`src/rtl/regfile_sb.sv`:
```
// Integer register file with a per-register write-back scoreboard.
// Two combinational read ports and one write port, with optional same-cycle
// write-to-read forwarding. Busy bits mark registers with an in-flight
// producer so decode can stall on RAW hazards. x0 is hardwired to zero and
// never busy.
module regfile_sb #(
  parameter int unsigned XLEN   = 32,
  parameter int unsigned NREGS  = 32,
  parameter bit          BYPASS = 1'b1
) (
  input  logic                     clk,
  input  logic                     rst,
  input  logic [$clog2(NREGS)-1:0] rs1_addr,
  input  logic [$clog2(NREGS)-1:0] rs2_addr,
  output logic [XLEN-1:0]          rs1_data,
  output logic [XLEN-1:0]          rs2_data,
  output logic                     rs1_ready,
  output logic                     rs2_ready,
  input  logic                     issue_en,
  input  logic [$clog2(NREGS)-1:0] issue_rd,
  input  logic                     wr_en,
  input  logic [$clog2(NREGS)-1:0] wr_addr,
  input  logic [XLEN-1:0]          wr_data,
  input  logic                     flush,
  output logic [NREGS-1:0]         busy_vec
);

  localparam int unsigned AW = $clog2(NREGS);

  logic [XLEN-1:0]  regs_q [NREGS];
  logic [NREGS-1:0] busy_q;
  logic [NREGS-1:0] busy_d;
  logic             wr_live;
  logic             rs1_fwd;
  logic             rs2_fwd;

  // x0 writes are dropped so the array never holds a non-zero x0.
  assign wr_live = wr_en && (wr_addr != '0);

  // Forwarding only applies to non-zero addresses being written this cycle.
  assign rs1_fwd = BYPASS && wr_live && (wr_addr == rs1_addr);
  assign rs2_fwd = BYPASS && wr_live && (wr_addr == rs2_addr);

  // Register array: clear on reset, otherwise commit the write-back.
  always_ff @(posedge clk) begin
    if (rst) begin
      for (int i = 0; i < int'(NREGS); i++) begin
        regs_q[i] <= '0;
      end
    end else if (wr_live) begin
      regs_q[wr_addr] <= wr_data;
    end
  end

  // Busy next state: write-back clears first so a same-cycle issue wins;
  // flush discards every pending producer, including one issuing now.
  always_comb begin
    busy_d = busy_q;
    if (flush) begin
      busy_d = '0;
    end else begin
      if (wr_en) begin
        busy_d[wr_addr] = 1'b0;
      end
      if (issue_en && (issue_rd != '0)) begin
        busy_d[issue_rd] = 1'b1;
      end
    end
    busy_d[0] = 1'b0;
  end

  // Busy register; reset overrides everything else in the cycle.
  always_ff @(posedge clk) begin
    if (rst) begin
      busy_q <= '0;
    end else begin
      busy_q <= busy_d;
    end
  end

  // Read port 1: forwarded data counts as ready even while busy.
  always_comb begin
    rs1_data  = '0;
    rs1_ready = 1'b1;
    if (rs1_addr != '0) begin
      rs1_data  = rs1_fwd ? wr_data : regs_q[rs1_addr];
      rs1_ready = rs1_fwd || !busy_q[rs1_addr];
    end
  end

  // Read port 2: same behaviour as port 1.
  always_comb begin
    rs2_data  = '0;
    rs2_ready = 1'b1;
    if (rs2_addr != '0) begin
      rs2_data  = rs2_fwd ? wr_data : regs_q[rs2_addr];
      rs2_ready = rs2_fwd || !busy_q[rs2_addr];
    end
  end

  assign busy_vec = busy_q;

  // Keeps the address-width constant referenced for readers and lint alike.
  logic unused_aw;
  assign unused_aw = ^AW;

endmodule

```
`config.mk`:
```
export PLATFORM = sky130hd
export DESIGN_NAME = regfile_sb
export DESIGN_NICKNAME = d
export VERILOG_FILES = /design/src/rtl/regfile_sb.sv
export SDC_FILE = /design/constraint.sdc
export NUM_CORES = 2
export LEC_CHECK = 0
export CORE_UTILIZATION = 40
export DETAILED_ROUTE_END_ITERATION = 12
export GPL_TIMING_DRIVEN = 0
export HOLD_SLACK_MARGIN = 0.08
export MAX_ROUTING_LAYER = met4
export REMOVE_ABC_BUFFERS = 1
export SYNTH_ARGS = -nofsm -noshare
export SYNTH_HDL_FRONTEND = slang
export SYNTH_SLANG_ARGS = --single-unit
```
`constraint.sdc`:
```
create_clock -name clk -period 3 [get_ports clk]
set_input_delay 0.6 -clock clk [delete_from_list [all_inputs] [get_ports clk]]
set_output_delay 0.6 -clock clk [all_outputs]
set_load 0.02 [all_outputs]
```
==> run_results.csv <==
group,metric,value,unit
run_status,run_status,"complete, but fails checks",
run_status,violations_in_the_final_reports,"negative setup slack",
worst_setup_path,timing.critical_path.slowest_stage_cell,"a221o_1",
clocking,clock_tree.htree_level_count,3,
floorplan,num_io_pins,155,
finish,layout-drive-gt1-share,0.324,
power_and_ir_drop,pwr-share-seq,0.455,
logic_synthesis,yosysTopAreaCellShare,0.538,
floorplan,std_cell_rows,138,
power_and_ir_drop,p_total,38.1,mW
finish,nNetsFinal,4284,
worst_setup_path,crit_type,"in2out",
run,cap_viol_max_count,0,
routing,wire_per_inst,36.9,um
place,post-dp-hpwl,115000,um
floorplan,floorplan.die.width,380,um
min_path,worst_hold_path.num_cells,5,
timing,worst_slack,-0.612,ns
routing,num_vias,40600,
min_path,worstHoldPathType,"in2reg",
routing,drt_wl_total,230000,um
place,gp_congestion,0.872,
clocking,cts.sinks,1055,
clocking,clock_tree_from_tritoncts,"yes",
clocking,latest_clock_arrival_within_the_worst_skew_pair,0.74,ns
logic_synthesis,post-synth-top-area-cell,"edfxtp_1",
grt,pin_count_of_the_biggest_net_entering_global_routing,47,
routing,drt-initial-drc-count,6874,
routing,via_per_inst,6.51,
logic_synthesis,netlist_area,0.0571,mm2
logic_synthesis,synth_enable_flop_cells,1024,
logic_synthesis,yosys.cell_types.count,62,
routing,post_route_antenna_net_violation_count,0,
grt,number_of_antenna_violations_at_the_first_check_in_global_routing,22,
logic_synthesis,synth_top_cells_by_area,"edfxtp_1, mux4_2, and2_1",
routing,drc_errors,0,
worst_setup_path,critical-path-top-cell-by-count,"buf_16",
worst_setup_path,critical_path.endpoint_type,"output port",
logic_synthesis,synthFlopType,"edfxtp_1",
clocking,post_cts_hold_buffer_count,0,
power_and_ir_drop,total_leakage_power,25.1,nW
power_and_ir_drop,net-switching-power,10.2,mW
power_and_ir_drop,vdd_ir_drop_max,473,uV
timing,timing.final.crit_share,1.20,
worst_setup_path,path_cells,"buf_16 > buf_16 > buf_16 > xnor2_4 > nand4_1 > buf_6 > buf_12 > o211ai_4 > buf_12 > buf_16 > buf_12 > a211oi_4 > a221o_1 > buf_6",
grt,grt_pass1_vias,39200,
clocking,cts_made_buffers,112,
clocking,buffers_from_clock_root_to_sink_at_most,3,
finish,fill_cells,11600,
worst_setup_path,arrival,3.01,ns
place,port_buffers,153,
finish,layout_stage_area_growth_over_the_synthesis_result,25.1,%
logic_synthesis,synth_seq_area_share,0.549,
grt,grt-ovfl-total,0,
worst_setup_path,timing.reg2reg.setup_slack,2.19,ns
finish,stdcell_area,0.0715,mm2
timing,timing_worst_slew_pin_value,1.47,ns
worst_setup_path,reg2regPathDepth,2,
logic_synthesis,syn_avg_cell_area,14.4,um2
clocking,cts.clk_slew.worst_paths,0.06,ns
timing,fmax,277,MHz
finish,stdcell_count,6234,
power_and_ir_drop,powerDensity,533,mW/mm2
grt,gr-usage-all-layers,0.320,
finish,multiInputGateArea,0.0260,mm2
worst_setup_path,slowest_delay,0.42,ns
logic_synthesis,syn_inst,3959,
worst_setup_path,startpoint_type,"input pin",
clocking,cts_root_buf,"clkbuf_16",
power_and_ir_drop,pwr-share-comb,0.165,
worst_setup_path,cp.required,2.40,ns
timing,slew_viol_final,0,
timing,max_slew_margin,0.0195,
routing,detail_route.first_pass.iterations,6,
finish,sequential_cell_area,0.0314,mm2
timing,worst_clock_skew,0,ns
timing,report.final.hold_viol_count,0,
power_and_ir_drop,switching_power_as_a_share_of_total_power,0.268,
timing,final.hold.worst_slack,0.489,ns
floorplan,die_y,380,um
logic_synthesis,synth-seq-cells,1055,
logic_synthesis,yosysWarnings,0,
grt,grt_first_pass_wirelength,312000,um
timing,period_minus_slack,3.61,ns
timing,fin_tns_setup,-32.54,ns
power_and_ir_drop,intPower,27.9,mW
worst_setup_path,cp_max_fo,7,
floorplan,die_area,0.144,mm2
power_and_ir_drop,clockPowerShare,0.380,
floorplan,core,0.142,mm2
timing,setup_viol,90,
floorplan,start_util,0.403,
timing,unrepaired_setup_endpoints_after_global_routing,"true",
logic_synthesis,synth_async_sr_flop_share,0,
place,place_area,0.0610,mm2
place,placed_cells_incl_taps,5673,
## critical path, delay by kind of cell
kind,cells,cell delay [ns]
xor+xnor,1,0.17
buf+inv,9,1.37
simple gates,1,0.13
compound gates,3,0.68
## kinds of logic after synthesis
family                 after synthesis  synth area share
AO/OA/AOI/OAI                      519            0.0652
XOR/XNOR                            10           0.00153
AND/OR/NAND/NOR                   1236             0.132
multiplexers                       700             0.215
flip-flops                        1055             0.549
other                                1         0.0000657
buffers and inverters              438            0.0368
## power groups by stage
stage               sequential (mW)  clock, mW  combinational, mW
floorplan                      17.5          0               2.37
global placement               17.6          0               6.04
detailed placement             17.6          0               4.73
CTS                            17.3       14.4               5.90
global route                   17.4       15.0               6.40
finish                         17.3       14.5               6.30
## cells in the mapped netlist (3+ instances only)
| library cell | n |
|---|---|
| a21oi_1 | 96 |
| and2_1 | 996 |
| a22o_1 | 4 |
| a221o_1 | 36 |
| dfxtp_1 | 31 |
| o21ai_0 | 61 |
| a31oi_1 | 13 |
| or4_1 | 3 |
| mux4_2 | 423 |
| or3_1 | 4 |
| buf_6 | 18 |
| xnor2_1 | 8 |
| a211o_1 | 24 |
| nor3_1 | 27 |
| clkbuf_1 | 255 |
| nor2_1 | 34 |
| a221oi_1 | 90 |
| nand2_1 | 53 |
| nor2_2 | 4 |
| nand3b_1 | 5 |
| buf_4 | 47 |
| or2_2 | 37 |
| nor2_4 | 3 |
| nor2b_1 | 9 |
| buf_1 | 10 |
| and3b_1 | 3 |
| o21bai_1 | 10 |
| mux2i_1 | 271 |
| inv_1 | 6 |
| nand3_1 | 7 |
| nor4_1 | 11 |
| o22ai_1 | 63 |
| a211oi_1 | 57 |
| nand2b_1 | 27 |
| mux2_2 | 6 |
| a22oi_1 | 48 |
| buf_2 | 96 |
| edfxtp_1 | 1024 |
| nor3b_1 | 4 |
| nand4_1 | 6 |
## cell usage in the layout (no fill, tap or decap), types with 17 or more instances in the layout
cell type	count
buf_16	72
a221oi_2	28
buf_12	75
a221oi_1	59
o22ai_1	54
edfxtp_1	1024
a211o_1	19
bufbuf_16	28
conb_1	33
clkdlybuf4s50_1	70
nand2_1	50
dfxtp_1	31
nand2b_1	17
mux4_2	423
or2_4	40
clkinv_1	18
o21ai_0	44
a21oi_2	21
a211oi_4	26
nor2_4	36
a22oi_2	19
a22oi_1	29
clkbuf_16	122
mux2i_1	257
a211oi_2	17
diode_2	22
buf_4	149
clkinv_2	21
buf_6	115
clkbuf_1	27
a21oi_1	66
and2_1	993
a221o_1	26
## flip-flops by register name, indices dropped and copies added, names as in the netlist
| signal | cells |
|---|---|
| regs_q | 1024 |
| busy_vec | 31 |
## path summary, 6_finish.rpt
| check | start | endpoint |
|---|---|---|
| max | rs1_addr[0] | rs1_data[26] |
| min | wr_addr[4] | busy_vec[1] |
| max reg2reg | busy_vec[3] | busy_vec[3] |
| min reg2reg | busy_vec[6] | busy_vec[6] |
## cell type report
cell class / count / area share
well taps: 1890 / 0.0331
clock buffers: 147 / 0.0425
repair buffers: 532 / 0.110
multi-input cells: 2517 / 0.364
flip-flops and latches: 1055 / 0.439
diodes: 22 / 0.000770
inverters: 9 / 0.00110
clock inverters: 62 / 0.00947
## per-stage QoR
step	utilization	worst slack, ns
after floorplan	-	-1.24
after global placement	0.417	-26.04
after detailed placement	0.431	-3.64
after CTS	0.496	-0.613
after global routing	0.505	-0.634
final	0.505	-0.612
## timing repair
| action | CTS | global route |
|---|---|---|
| setup endpoints to repair | 1266 | 241 |
| endpoints found under the hold margin | 0 | 0 |
| resized for setup | 819 | 157 |
| buffers inserted | 208 | 55 |
| cloned | 66 | 8 |
| pin swaps | 126 | 88 |
## layer usage
| metal | GRT usage | vias to the layer above | wire [um] |
|---|---|---|---|
| li1 | - | 15900 | - |
| met1 | 0.422 | 20900 | 85500 |
| met2 | 0.458 | 3158 | 101000 |
| met3 | 0.0863 | 609 | 30900 |
| met4 | 0.153 | 0 | 13000 |
| met5 | - | - | 0 |
(Power assumes the default switching activity.)
